===== src/rtl/wb_master_pkg.sv =====
// Shared types and defaults for the Wishbone command master.
// State encoding plus default bus geometry and abort limit.
package wb_master_pkg;

  typedef enum logic [1:0] {
    IDLE = 2'd0,
    BUS  = 2'd1,
    RESP = 2'd2
  } state_t;

  localparam int DEF_ADDR_W         = 8;
  localparam int DEF_DATA_W         = 32;
  localparam int DEF_TIMEOUT_CYCLES = 64;

endpackage


===== src/rtl/wb_cmd_master.sv =====
// Wishbone classic single-cycle master for the MAC register space.
// Optional bus abort counter enabled by WB_MASTER_TIMEOUT_EN.
module wb_cmd_master
  import wb_master_pkg::*;
#(
  parameter int ADDR_W         = DEF_ADDR_W,
  parameter int DATA_W         = DEF_DATA_W,
  parameter int TIMEOUT_CYCLES = DEF_TIMEOUT_CYCLES
) (
  input  logic              wb_clk_i,
  input  logic              wb_rst_i,
  input  logic              cmd_valid,
  output logic              cmd_ready,
  input  logic              cmd_we,
  input  logic [ADDR_W-1:0] cmd_adr,
  input  logic [DATA_W-1:0] cmd_wdata,
  output logic              rsp_valid,
  input  logic              rsp_ready,
  output logic [DATA_W-1:0] rsp_rdata,
  output logic              rsp_err,
  output logic [ADDR_W-1:0] wb_adr_o,
  output logic [DATA_W-1:0] wb_dat_o,
  output logic              wb_we_o,
  output logic              wb_cyc_o,
  output logic              wb_stb_o,
  input  logic [DATA_W-1:0] wb_dat_i,
  input  logic              wb_ack_i,
  input  logic              wb_int_i,
  output logic              int_pulse
);

  state_t state;
  state_t state_nxt;
  logic   tmo;
  logic   int_q;

`ifdef WB_MASTER_TIMEOUT_EN
  localparam int CNT_W = $clog2(TIMEOUT_CYCLES + 1);
  localparam logic [CNT_W-1:0] CNT_LAST = CNT_W'(TIMEOUT_CYCLES - 1);

  logic [CNT_W-1:0] cnt;

  // Abort on the last allowed BUS cycle unless ack arrives in it.
  assign tmo = (state == BUS) && !wb_ack_i && (cnt == CNT_LAST);

  // Count BUS cycles spent waiting; restarts every time BUS is entered.
  always_ff @(posedge wb_clk_i) begin
    if (wb_rst_i) begin
      cnt <= '0;
    end else if (state != BUS) begin
      cnt <= '0;
    end else if (!wb_ack_i) begin
      cnt <= cnt + 1'b1;
    end
  end
`else
  logic unused_tmo;

  assign tmo        = 1'b0;
  assign unused_tmo = ^TIMEOUT_CYCLES;
`endif

  // State register.
  always_ff @(posedge wb_clk_i) begin
    if (wb_rst_i) state <= IDLE;
    else          state <= state_nxt;
  end

  // Next-state: one outstanding transaction at a time.
  always_comb begin
    state_nxt = state;
    unique case (state)
      IDLE:    if (cmd_valid) state_nxt = BUS;
      BUS:     if (wb_ack_i || tmo) state_nxt = RESP;
      RESP:    if (rsp_ready) state_nxt = IDLE;
      default: state_nxt = IDLE;
    endcase
  end

  // Handshake and bus strobes decoded from the state.
  always_comb begin
    cmd_ready = (state == IDLE) && !wb_rst_i;
    wb_cyc_o  = (state == BUS);
    wb_stb_o  = (state == BUS);
    rsp_valid = (state == RESP);
  end

  // Latch the command onto the bus; capture the result on ack or abort.
  always_ff @(posedge wb_clk_i) begin
    if (wb_rst_i) begin
      wb_adr_o  <= '0;
      wb_dat_o  <= '0;
      wb_we_o   <= 1'b0;
      rsp_rdata <= '0;
      rsp_err   <= 1'b0;
    end else if (state == IDLE && cmd_valid) begin
      wb_adr_o <= cmd_adr;
      wb_dat_o <= cmd_wdata;
      wb_we_o  <= cmd_we;
    end else if (state == BUS && (wb_ack_i || tmo)) begin
      wb_adr_o  <= '0;
      wb_dat_o  <= '0;
      wb_we_o   <= 1'b0;
      rsp_rdata <= (wb_ack_i && !wb_we_o) ? wb_dat_i : '0;
      rsp_err   <= tmo;
    end
  end

  // Rising-edge detector on the slave interrupt level.
  always_ff @(posedge wb_clk_i) begin
    if (wb_rst_i) begin
      int_q     <= 1'b0;
      int_pulse <= 1'b0;
    end else begin
      int_q     <= wb_int_i;
      int_pulse <= wb_int_i & ~int_q;
    end
  end

endmodule


===== config.mk =====
export PLATFORM = sky130hd
export DESIGN_NAME = wb_cmd_master
export DESIGN_NICKNAME = d
export VERILOG_FILES = /design/src/rtl/wb_master_pkg.sv /design/src/rtl/wb_cmd_master.sv
export SDC_FILE = /design/constraint.sdc
export NUM_CORES = 1
export LEC_CHECK = 0
export BUFFER_PORTS_ARGS = -buffer_cell sky130_fd_sc_hd__buf_2
export CORE_AREA = 2 2 87 89
export DETAILED_ROUTE_END_ITERATION = 12
export DIE_AREA = 0 0 89 91
export HOLD_SLACK_MARGIN = 0.12
export PLACE_DENSITY = 0.74
export SYNTH_ARGS = -nofsm -noshare
export SYNTH_HDL_FRONTEND = slang
export SYNTH_SLANG_ARGS = --single-unit

===== constraint.sdc =====
create_clock -name wb_clk_i -period 1.26 [get_ports wb_clk_i]
set_input_delay 0.063 -clock wb_clk_i [delete_from_list [all_inputs] [get_ports wb_clk_i]]
set_output_delay 0.063 -clock wb_clk_i [all_outputs]
set_load 0.01 [all_outputs]

# ---- Word-level counts from Yosys, hierarchy flattened
# Cells that the tools add are included.
dict set report classes {
  addsub 0
  mul 0
  div_mod_pow 0
  magnitude_cmp 0
  eq_ne 5
  shifts 0
  n_mux 11
  bitwise 3
  reduce_logical 10
}
# op count
set op_table {}
lappend op_table {{two-way mux 32 bit} 3}
lappend op_table {{two-way mux 8 bit} 2}
lappend op_table {{two-way mux 2 bit} 3}
lappend op_table {{one-hot mux 2 bit (3 select lines)} 1}
lappend op_table {{logical AND 1 bit} 4}
lappend op_table {{inequality test 2 x 1 -> 1 bit (second input constant)} 2}
lappend op_table {{AND reduction 3 bit} 1}
lappend op_table {{equality test 2 x 1 -> 1 bit (second input constant)} 1}
lappend op_table {{equality test 2 bit (second input constant)} 1}
lappend op_table {{zero test 1 bit} 2}
lappend op_table {{zero test 2 bit} 1}
lappend op_table {{two-way mux 1 bit} 2}
lappend op_table {{inequality test 2 bit (second input constant)} 1}
lappend op_table {{NOT 1 bit} 2}
lappend op_table {{AND reduction 2 bit} 1}
lappend op_table {{nonzero test 2 bit} 1}
lappend op_table {{bitwise AND 1 bit} 1}
dict set report word_totals {
  register_bits 77
  latch_bits 0
  ramBits 0
  romBits 0
  in_bits 79
  output_inout_bits 79
  n_memories 0
}

# ---- Longest topological paths before layout
# Gate-level depths: netlist (run 1).
dict set report depth {
  depth_word 4
  mapped_depth 6
  depth_no_buf 3
}

# ---- Worst setup path before layout (run 1)
# OpenSTA, ideal clock, no wires.
dict set report synth_timing {
  kind {reg-to-reg}
  startpoint {register state[0]}
  endpoint {register wb_adr_o[0]}
  setup_time_ns 0.059
  arrival_time_ns 1.259
  path_slack_ns -0.057
  path_stages_with_launch 7
  n_path_buf 3
  period_less_slack_ns 1.317
  cell_sequence {dfxtp_1 > buf_6 > nor3_2 > and2_1 > clkbuf_1 > buf_2 > a22o_1}
}
dict set report synth_via {
  elab_chain_cells 3
  elab_cells_between_ends 6
  cone_classes {1 x eq/ne; 1 x mux; 4 x reduce/logical}
}
# item line
set synth_rtl {}
lappend synth_rtl {{from (decl)} wb_cmd_master.sv:32} ;# state_t state;
lappend synth_rtl {{from (signal assigned)} wb_cmd_master.sv:66} ;# else state <= state_nxt;
lappend synth_rtl {{equality test 2 x 1 -> 1 bit or zero test 2 bit (tied branches)} {wb_cmd_master.sv:100, wb_cmd_master.sv:96}}
lappend synth_rtl {{logical AND 1 bit (on tied branches)} {wb_cmd_master.sv:100, wb_cmd_master.sv:96}}
lappend synth_rtl {{nonzero test 2 bit (no source line) or two-way mux 8 bit (tied branches)} n/a}
lappend synth_rtl {{to (signal assigned)} wb_cmd_master.sv:97} ;# wb_adr_o <= cmd_adr;
lappend synth_rtl {{to (decl)} wb_cmd_master.sv:21} ;# output logic [ADDR_W-1:0] wb_adr_o,
# Several ways; a longest one is shown, not always the timed one.
# A chain may end at the register's enable or synchronous reset.

# ---- Worst setup path in the final report (run 1)
dict set report layout_timing {
  startpoint {register state[0]}
  endpoint {register wb_dat_o[24]}
}
dict set report layout_via {
  elab_chain_cells 3
  elab_cells_between_ends 6
  cone_classes {1 x eq/ne; 1 x mux; 4 x reduce/logical}
}
# item line
set layout_rtl {}
lappend layout_rtl {{equality test 2 x 1 -> 1 bit or zero test 2 bit (tied branches)} {wb_cmd_master.sv:100, wb_cmd_master.sv:96}}
lappend layout_rtl {{logical AND 1 bit (on tied branches)} {wb_cmd_master.sv:100, wb_cmd_master.sv:96}}
lappend layout_rtl {{nonzero test 2 bit (no source line) or two-way mux 32 bit (tied branches)} n/a}
lappend layout_rtl {{to (signal assigned)} wb_cmd_master.sv:98} ;# wb_dat_o <= cmd_wdata;
lappend layout_rtl {{to (decl)} wb_cmd_master.sv:22} ;# output logic [DATA_W-1:0] wb_dat_o,
# Several ways; a longest one is shown, not always the timed one.

==> results.yml, run 1 <==
timing:
  max_freq_ghz: 0.7743
  tns_ps: -372.8
  fin_crit_ps: 1292
  finClkSkew_ps: 5.382
  final_hold_viol_count: 0
  layout_setup_ws_ps: -31.51
  rsz0062_at_grt: "true"
  fin_crit_sh_pct: 102.5
  finalSetupViolations: 31
  finalMaxSlewViolations: 0
global_routing:
  grt_pass1_wl_mm: 12.78
  antenna_found_initial: 0
  grt_use_total_pct: 20.25
  overflow: 0
  grt_pass1_vias: 2744
  grt_max_degree: 36
logic_synthesis:
  synth-simple-area-share_pct: 15.89
  ys_seq_area_share_pct: 57.09
  synth.distinct_cells: 20
  yosysWarnings: 0
  synth_compound_area_share_pct: 20.02
  synth_area_per_cell_um2: 10.51
  synthDominantCellAreaShare_pct: 57.09
  synth_top_family_by_area: "compound AO/OA/AOI/OAI gates"
  synth_top_area_cell: "dfxtp_1"
  synthXorXnorAreaFrac_pct: 0
  synth_mux_area_share_pct: 0.9268
  netlist_instances: 257
  synth_nets: 336
  synth_seq_cells: 77
  synth_area_um2: 2700
  synth.area.top_cells: "dfxtp_1, a22o_1, nand3b_1, a21oi_1, nand2_1"
  synthAdderAreaFrac_pct: 0
cts:
  cts_made_buffers: 9
  clock_path_buffers: 2
  tritoncts: "yes"
  postCtsSetupBuffers: 0
  root_buffer: "clkbuf_8"
  path_clk_slew_ps: 80
  clk_latency_ps: 340
  cts_sinks: 77
  cts_htree_levels: 3
power:
  pwr_density_cell_nw_per_um2: 1149
  total_power_mw: 5.337
  vdd_drop_max_mv: 0.7405
  clkPwrFrac_pct: 33.7
  p_leak_nw: 2.151
  switching_power_mw: 1.348
  p_comb_share_pct: 17.1
  switching_share_pct: 25.26
  internal-power_mw: 3.989
  p_seq_share_pct: 49.2
floorplanning:
  rows: 31
  core_area_um2: 7137
  start_util_pct: 37.83
  fp.dieH_um: 91
  die-area_um2: 8099
  die_x_um: 89
  pin_count: 158
critical_path:
  crit_type: "reg2reg"
  cp-start-kind: "flip-flop"
  r2r_cells: 4
  crit_required_ps: 1540
  crit-reg2reg-capture: "wb_dat_o[24]$_SDFFE_PP0P_"
  r2r_start: "state[0]$_SDFFE_PP0P_"
  cp-end-kind: "flip-flop"
  crit_arrival_ps: 1570
  r2r_slack_ps: -30
  crit_fanout: 33
drt:
  wl_per_cell_um: 14.75
  drtIter0Drc: 123
  route.detailed.drc: 0
  ant_nets: 0
  drt_wl_total_mm: 8.717
  vias: 2795
  via_per_inst: 4.729
  firstDrtPassIters: 4
place:
  dp_hpwl_mm: 4.746
  place_congestion: 0.7337
  io_buffers: 156
  dp_slack_ps: -21.75
final_layout:
  syn2layout_area_growth_pct: 71.96
  drive_gt1_share_pct: 40.04
  final_core_util_pct: 65.06
  antennaDiodeCount: 0
  nets: 566
job:
  cap_violations: 0
outcome:
  status: "complete, but fails checks"
  violations: "negative setup slack"
min_path:
  hold_class: "in2reg"
  hold_path.startpoint: "cmd_valid"
  hold-path-cell-count: 4
  min_to: "wb_adr_o[5]$_SDFFE_PP0P_"
through the flow:
stage               std cells  hold slack (ps)  cell area, um2
finish                    591            296.7            4643
floorplan                 257            188.5            2719
CTS                       589            289.0            4561
global placement          496            271.8            3597
detailed placement        496            275.9            3597
global route              591            309.0            4643
worst max path at each step:
| stage | from | endpoint | slack [ps] | cells past startpoint |
|---|---|---|---|---|
| floorplan | state[0]$_SDFFE_PP0P_ | wb_adr_o[0]$_SDFFE_PP0P_ | 2 | 5 |
| global placement | state[0]$_SDFFE_PP0P_ | wb_dat_o[7]$_SDFFE_PP0P_ | 40 | 4 |
| detailed placement | state[0]$_SDFFE_PP0P_ | wb_dat_o[6]$_SDFFE_PP0P_ | -20 | 4 |
| CTS | state[0]$_SDFFE_PP0P_ | wb_dat_o[19]$_SDFFE_PP0P_ | -40 | 4 |
| global route | state[0]$_SDFFE_PP0P_ | wb_dat_o[19]$_SDFFE_PP0P_ | -80 | 4 |
| finish | state[0]$_SDFFE_PP0P_ | wb_dat_o[24]$_SDFFE_PP0P_ | -30 | 4 |
registers in the layout, indices dropped and copies added, names as in the netlist:
register   flops
wb_we_o        1
int_pulse      1
rsp_rdata     32
wb_adr_o       8
int_q          1
wb_dat_o      32
state          2
kinds of logic after synthesis:
group           count (synthesis)
compound gates                 75
buf+inv                        28
flops                          77
mux                             2
other cells                     1
simple gates                   74
timing repair:
| action | in CTS | in global routing |
|---|---|---|
| setup endpoints to repair | 35 | 56 |
| gates cloned | 0 | 2 |
| hold buffers | 77 | 0 |
| pin swaps | 14 | 57 |
| hold endpoints to repair | 77 | 0 |
| resized for setup | 1 | 10 |
power by group through the flow:
stage	Sequential, mW	Clock [mW]	Combinational [mW]
4_1_cts	2.63	1.85	0.872
3_3_place_gp	2.68	0	0.669
2_1_floorplan	2.74	0	0.305
6_report	2.63	1.80	0.914
3_5_place_dp	2.68	0	0.687
5_1_grt	2.64	1.97	0.984
layer usage:
layer | part of all wire (%) | vias up | global-route usage, %
met5 | 0 | - | 0
met4 | 2.5 | 0 | 9.080
met3 | 6.0 | 20 | 4.455
met2 | 51 | 104 | 36.44
met1 | 41 | 1306 | 22.07
li1 | - | 1365 | -
Yosys cell counts, drive strengths merged:
master  number
mux2         1
a22o        41
buf         15
nand2       32
mux2i        1
nand3b      33
nor2b        4
conb         1
dfxtp       77
and2         1
clkbuf      11
nor3         2
inv          2
and3b        1
a21oi       34
nand2b       1
worst max-delay path, cell delays in order, from the launching register on:
cell and delay (ps):
dfxtp_4 370, mux2_4 310, a21oi_4 170, buf_12 200, a22o_1 170
cell usage in the layout (no fill, tap or decap), drive strengths merged:
cell type    synthesis  layout
buf                 15     166
dfxtp               77      77
nor2b                4       4
nand2b               1       1
inv                  2       2
conb                 1       1
and2                 1       1
nor3                 2       2
clkinvlp             0       2
a22o                41      41
a21oi               34      34
mux2i                1       1
nand3b              33      33
clkinv               0       3
bufinv               0       1
mux2                 1       1
clkbuf              11      12
dlygate4sd3          0      77
and3b                1       1
nand2               32      32
layout make-up:
class                           instances  area (um2)
Fill cell                             588        2494
Timing Repair Buffer                  245        1739
Sequential cell                        77        1546
Multi-Input combinational cell        152        1035
Clock buffer                           10       127.6
Tap cell                               99       123.9
Clock inverter                          6       63.81
Inverter                                2       7.507
Note: power is estimated with default switching activity, not from simulation.
==> run 2, diff against run 1 <==
Settings changed: PLACE_DENSITY 0.74 to not set, PLACE_DENSITY_LB_ADDON set to 0.08.
==> results.yml, run 2 (synthesis gave the netlist of run 1 again) <==
final_layout:
  mostFrequentLayoutCells: "buf_2, dlygate4sd3_1, dfxtp_1"
  layout_commonest_cell: "buf_2"
  drive_gt1_share_pct: 39.10
  antennaDiodeCount: 0
  nets: 565
  reg_top3: "rsp_rdata (32), wb_dat_o (32), wb_adr_o (8)"
  final_core_util_pct: 65.25
  syn2layout_area_growth_pct: 72.47
cts:
  cts_sinks: 77
  root_buffer: "clkbuf_8"
  cts_made_buffers: 9
  tritoncts: "yes"
  clk_latency_ps: 340
  path_clk_slew_ps: 80
  postCtsSetupBuffers: 0
  clock_path_buffers: 2
  cts_htree_levels: 3
critical_path:
  crit_arrival_ps: 1580
  path_buf_inv: 3
  cp_cell_sequence: "dlygate4sd3_1 > buf_2 > mux2_4 > a21oi_4 > buf_12 > a22o_1"
  cp-end-kind: "flip-flop"
  crit_fanout: 28
  crit_family: "buffers and inverters"
  crit_type: "in2reg"
  crit_required_ps: 1550
  cpPeakStageDelay_ps: 560
  cp-start-kind: "input port"
  slowest_stage: "dlygate4sd3_1"
power:
  total_power_mw: 5.402
  vdd_drop_max_mv: 0.5744
  pwr_density_cell_nw_per_um2: 1160
  p_leak_nw: 2.156
global_routing:
  grt_use_total_pct: 19.71
  grt_pass1_vias: 2679
  grt_max_degree: 42
  grt_pass1_wl_mm: 12.60
  overflow: 0
  antenna_found_initial: 0
drt:
  firstDrtPassIters: 4
  ant_nets: 0
  routed.top_layer: "met4"
  met2WireLength_mm: 4.123
  drt_wl_total_mm: 8.248
  drtIter0Drc: 89
  route.detailed.drc: 0
  vias: 2767
  via_per_inst: 4.690
  wl_met3_um: 450
  wl_met1_mm: 3.548
  wl_per_cell_um: 13.98
timing:
  hold_ws_ps: 387.8
  tns_ps: -597.3
  max_freq_ghz: 0.7742
  layout_setup_ws_ps: -31.64
  fin_crit_sh_pct: 102.5
  rsz0062_at_grt: "true"
  finalSetupViolations: 33
  fin_crit_ps: 1292
  finClkSkew_ps: 8.036
  finalMaxSlewViolations: 0
  final_hold_viol_count: 0
floorplanning:
  core_area_um2: 7137
  fp.dieH_um: 91
  start_util_pct: 37.83
  die_x_um: 89
  die-area_um2: 8099
  pin_count: 158
  rows: 31
place:
  io_buffers: 156
  dp_slack_ps: 6.943
  place_congestion: 0.7001
  dp_hpwl_mm: 4.612
job:
  cap_violations: 0
outcome:
  status: "complete, but fails checks"
  violations: "negative setup slack"
min_path:
  hold_class: "reg2reg"
[run 2: cell types whose count changed in the layout (fill, tap and decap cells not counted), sizes merged]
cell / previous run / this run
clkinvlp: 2 / 3
dlygate4sd3: 77 / 78
clkinv: 3 / 2
buf: 166 / 164
[run 2: final timing paths]
path	to	startpoint	depth (start not counted)	slack (ps)
worst max register to register	wb_we_o$_SDFFE_PP0P_	state[0]$_SDFFE_PP0P_	4	0
worst min register to register	int_pulse$_SDFF_PP0_	int_q$_SDFF_PP0_	1	390
worst max-delay path	wb_we_o$_SDFFE_PP0P_	wb_ack_i	6	-30
worst min-delay path	int_pulse$_SDFF_PP0_	int_q$_SDFF_PP0_	1	390
[run 2: routing by layer]
layer | vias up | global-route usage, %
met2 | 87 | 32.90
met5 | - | 0
met4 | 0 | 6.841
met1 | 1306 | 24.12
met3 | 9 | 5.364
li1 | 1365 | -
[run 2: cell type report]
cell class	count	area (um2)
Fill cell	628	2480
Timing Repair Buffer	244	1763
Sequential cell	77	1544
Multi-Input combinational cell	152	1018
Clock buffer	10	137.6
Tap cell	99	123.9
Clock inverter	6	62.56
Inverter	2	7.507
[run 2: power breakdown]
group | switching (mW) | total, mW | internal [mW]
logic | 0.387 | 0.912 | 0.525
registers | 0.0661 | 2.63 | 2.56
clock network | 0.901 | 1.86 | 0.962
total | 1.35 | 5.40 | 4.05
[run 2: what timing repair did]
item	in CTS	in global routing
resized for setup	3	5
pin swaps	0	5
endpoints found under the hold margin	77	0
gates cloned	0	2
hold buffers	78	0
setup endpoints to repair	15	55
[run 2: worst register-to-register path: stages (launching register included)]
cell and delay, ps:
dfxtp_2 360, mux2_4 320, a21oi_4 170, buf_12 200
a22o_1 160
[run 2: metrics by stage]
stage	cells	cell area, um2
global route	590	4657
detailed placement	494	3607
CTS	588	4596
finish	590	4657
global placement	494	3607
floorplan	257	2719
==> run 3, diff against run 2 <==
--- a/config.mk
+++ b/config.mk
@@ -8,5 +8,6 @@
 export BUFFER_PORTS_ARGS = -buffer_cell sky130_fd_sc_hd__buf_2
-export CORE_AREA = 2 2 87 89
+export CORE_AREA = 2 2 93 95
 export DETAILED_ROUTE_END_ITERATION = 12
-export DIE_AREA = 0 0 89 91
+export DIE_AREA = 0 0 95 97
+export GPL_ROUTABILITY_DRIVEN = 0
 export HOLD_SLACK_MARGIN = 0.12
==> constraint.sdc (replaced) <==
create_clock -name wb_clk_i -period 1.26 [get_ports wb_clk_i]
set_input_delay 0.315 -clock wb_clk_i [delete_from_list [all_inputs] [get_ports wb_clk_i]]
set_output_delay 0.315 -clock wb_clk_i [all_outputs]
set_load 0.01 [all_outputs]
==> results.yml, run 3 (synthesis gave the netlist of run 1 again) <==
floorplanning:
  die_x_um: 95
  rows: 33
  fp.dieH_um: 97
  start_util_pct: 33.19
  core_area_um2: 8134
  pin_count: 158
  die-area_um2: 9215
final_layout:
  drive_gt1_share_pct: 49.88
  fillers: 780
  syn2layout_area_growth_pct: 54.03
  multiInputGateArea_um2: 1042
  antennaDiodeCount: 0
  reg_top3: "rsp_rdata (32), wb_dat_o (32), wb_adr_o (8)"
  mostFrequentLayoutCells: "buf_2, dfxtp_1, a22o_1"
  layout_commonest_cell: "buf_2"
  nets: 505
  fin_area_um2: 4159
  regArea_um2: 1550
  final_core_util_pct: 51.13
timing:
  final_hold_viol_count: 0
  finClkSkew_ps: 10.09
  max_freq_ghz: 0.6998
  fin_crit_ps: 1429
  finalSetupViolations: 77
  tns_ps: -7665
  rsz0062_at_grt: "true"
  fin_crit_sh_pct: 113.4
  layout_setup_ws_ps: -169.0
  finalMaxSlewViolations: 0
critical_path:
  crit_required_ps: 1550
  crit_arrival_ps: 1720
  r2r_slack_ps: -170
  crit_fanout: 8
  crit_type: "reg2reg"
  cp-end-kind: "flip-flop"
  cp-start-kind: "flip-flop"
place:
  io_buffers: 156
  dp_hpwl_mm: 5.037
  dpl_cell_area_um2: 3657
drt:
  wl_per_cell_um: 14.87
  vias: 2514
  via_per_inst: 4.690
  drt_wl_total_mm: 7.972
  drtIter0Drc: 47
  firstDrtPassIters: 3
  ant_nets: 0
  route.detailed.drc: 0
cts:
  clock_path_buffers: 2
  path_clk_slew_ps: 90
  tritoncts: "yes"
  root_buffer: "clkbuf_8"
  cts_htree_levels: 3
  cts_sinks: 77
  cts_made_buffers: 9
  clk_latency_ps: 340
global_routing:
  grt_pass1_vias: 2319
  grt_use_total_pct: 15.97
  grt_pass1_wl_mm: 11.64
  overflow: 0
  grt_max_degree: 34
  antenna_found_initial: 0
power:
  total_power_mw: 5.498
  switching_share_pct: 24.80
  switching_power_mw: 1.363
  p_comb_share_pct: 15.2
  p_leak_nw: 1.968
  pwr_density_cell_nw_per_um2: 1322
  clkPwrFrac_pct: 37.0
  vdd_drop_max_mv: 0.8181
  p_seq_share_pct: 47.8
  internal-power_mw: 4.135
min_path:
  hold_class: "in2reg"
outcome:
  status: "complete, but fails checks"
  violations: "negative setup slack"
job:
  cap_violations: 0
## run 3: cell types whose count changed in the layout (fill, tap and decap cells not counted), sizes merged
cell / previous run / this run
clkinvlp: 3 / 1
clkbuf: 12 / 15
dlygate4sd3: 78 / 0
buf: 164 / 179
bufinv: 1 / 2
inv: 2 / 3
## run 3: power groups by stage
stage               combinational (mW)  sequential, mW  clock [mW]
finish                           0.837            2.63        2.03
global route                     0.909            2.65        2.20
CTS                              0.775            2.63        2.10
detailed placement               0.706            2.69           0
global placement                 0.700            2.69           0
floorplan                        0.306            2.74           0
## run 3: final timing paths
check             cells past startpoint                        end             startpoint
setup / recovery                      6  wb_dat_o[24]$_SDFFE_PP0P_  state[0]$_SDFFE_PP0P_
hold / removal                        2   wb_dat_o[6]$_SDFFE_PP0P_           cmd_wdata[6]
setup reg to reg                      6  wb_dat_o[24]$_SDFFE_PP0P_  state[0]$_SDFFE_PP0P_
hold reg to reg                       1       int_pulse$_SDFF_PP0_       int_q$_SDFF_PP0_
## run 3: layout make-up
class	instances	share of cell area, %
sequential	77	37.27
timing repair buffer	184	29.18
multi-input combinational	152	25.06
tap	105	3.159
clock buffer	10	3.069
clock inverter	6	2.076
inverter	2	0.1805
## run 3: what timing repair did
item	in CTS	in global routing
buffers inserted	3	0
resized for setup	13	7
cloned	2	6
pin swaps	21	63
hold endpoints to repair	0	0
endpoints found under the setup margin	44	77
hold buffers	0	0
## run 3: worst max-delay path, cell delays in order (launching register included)
cell and delay [ps]:
dfxtp_2 330, buf_4 130, mux2_4 300, a21oi_4 150, buf_12 170, clkbuf_16 160
a22o_1 130
## run 3: layer usage
layer	share of wire (%)	up-vias	global-route usage, %
met4	1.3	0	4.794
li1	-	1245	-
met2	47	81	25.80
met1	45	1180	19.85
met3	6.7	8	5.607
met5	0	-	0
## run 3: per-stage QoR
| step | setup slack [ps] | std cells | hold WS, ps |
|---|---|---|---|
| 2_1_floorplan | 2.007 | 257 | 367.4 |
| 4_1_cts | -168.3 | 530 | 158.1 |
| 3_3_place_gp | -24.95 | 509 | 372.1 |
| 5_1_grt | -212.9 | 536 | 155.2 |
| 6_report | -169.0 | 536 | 177.3 |
| 3_5_place_dp | -44.09 | 509 | 384.2 |
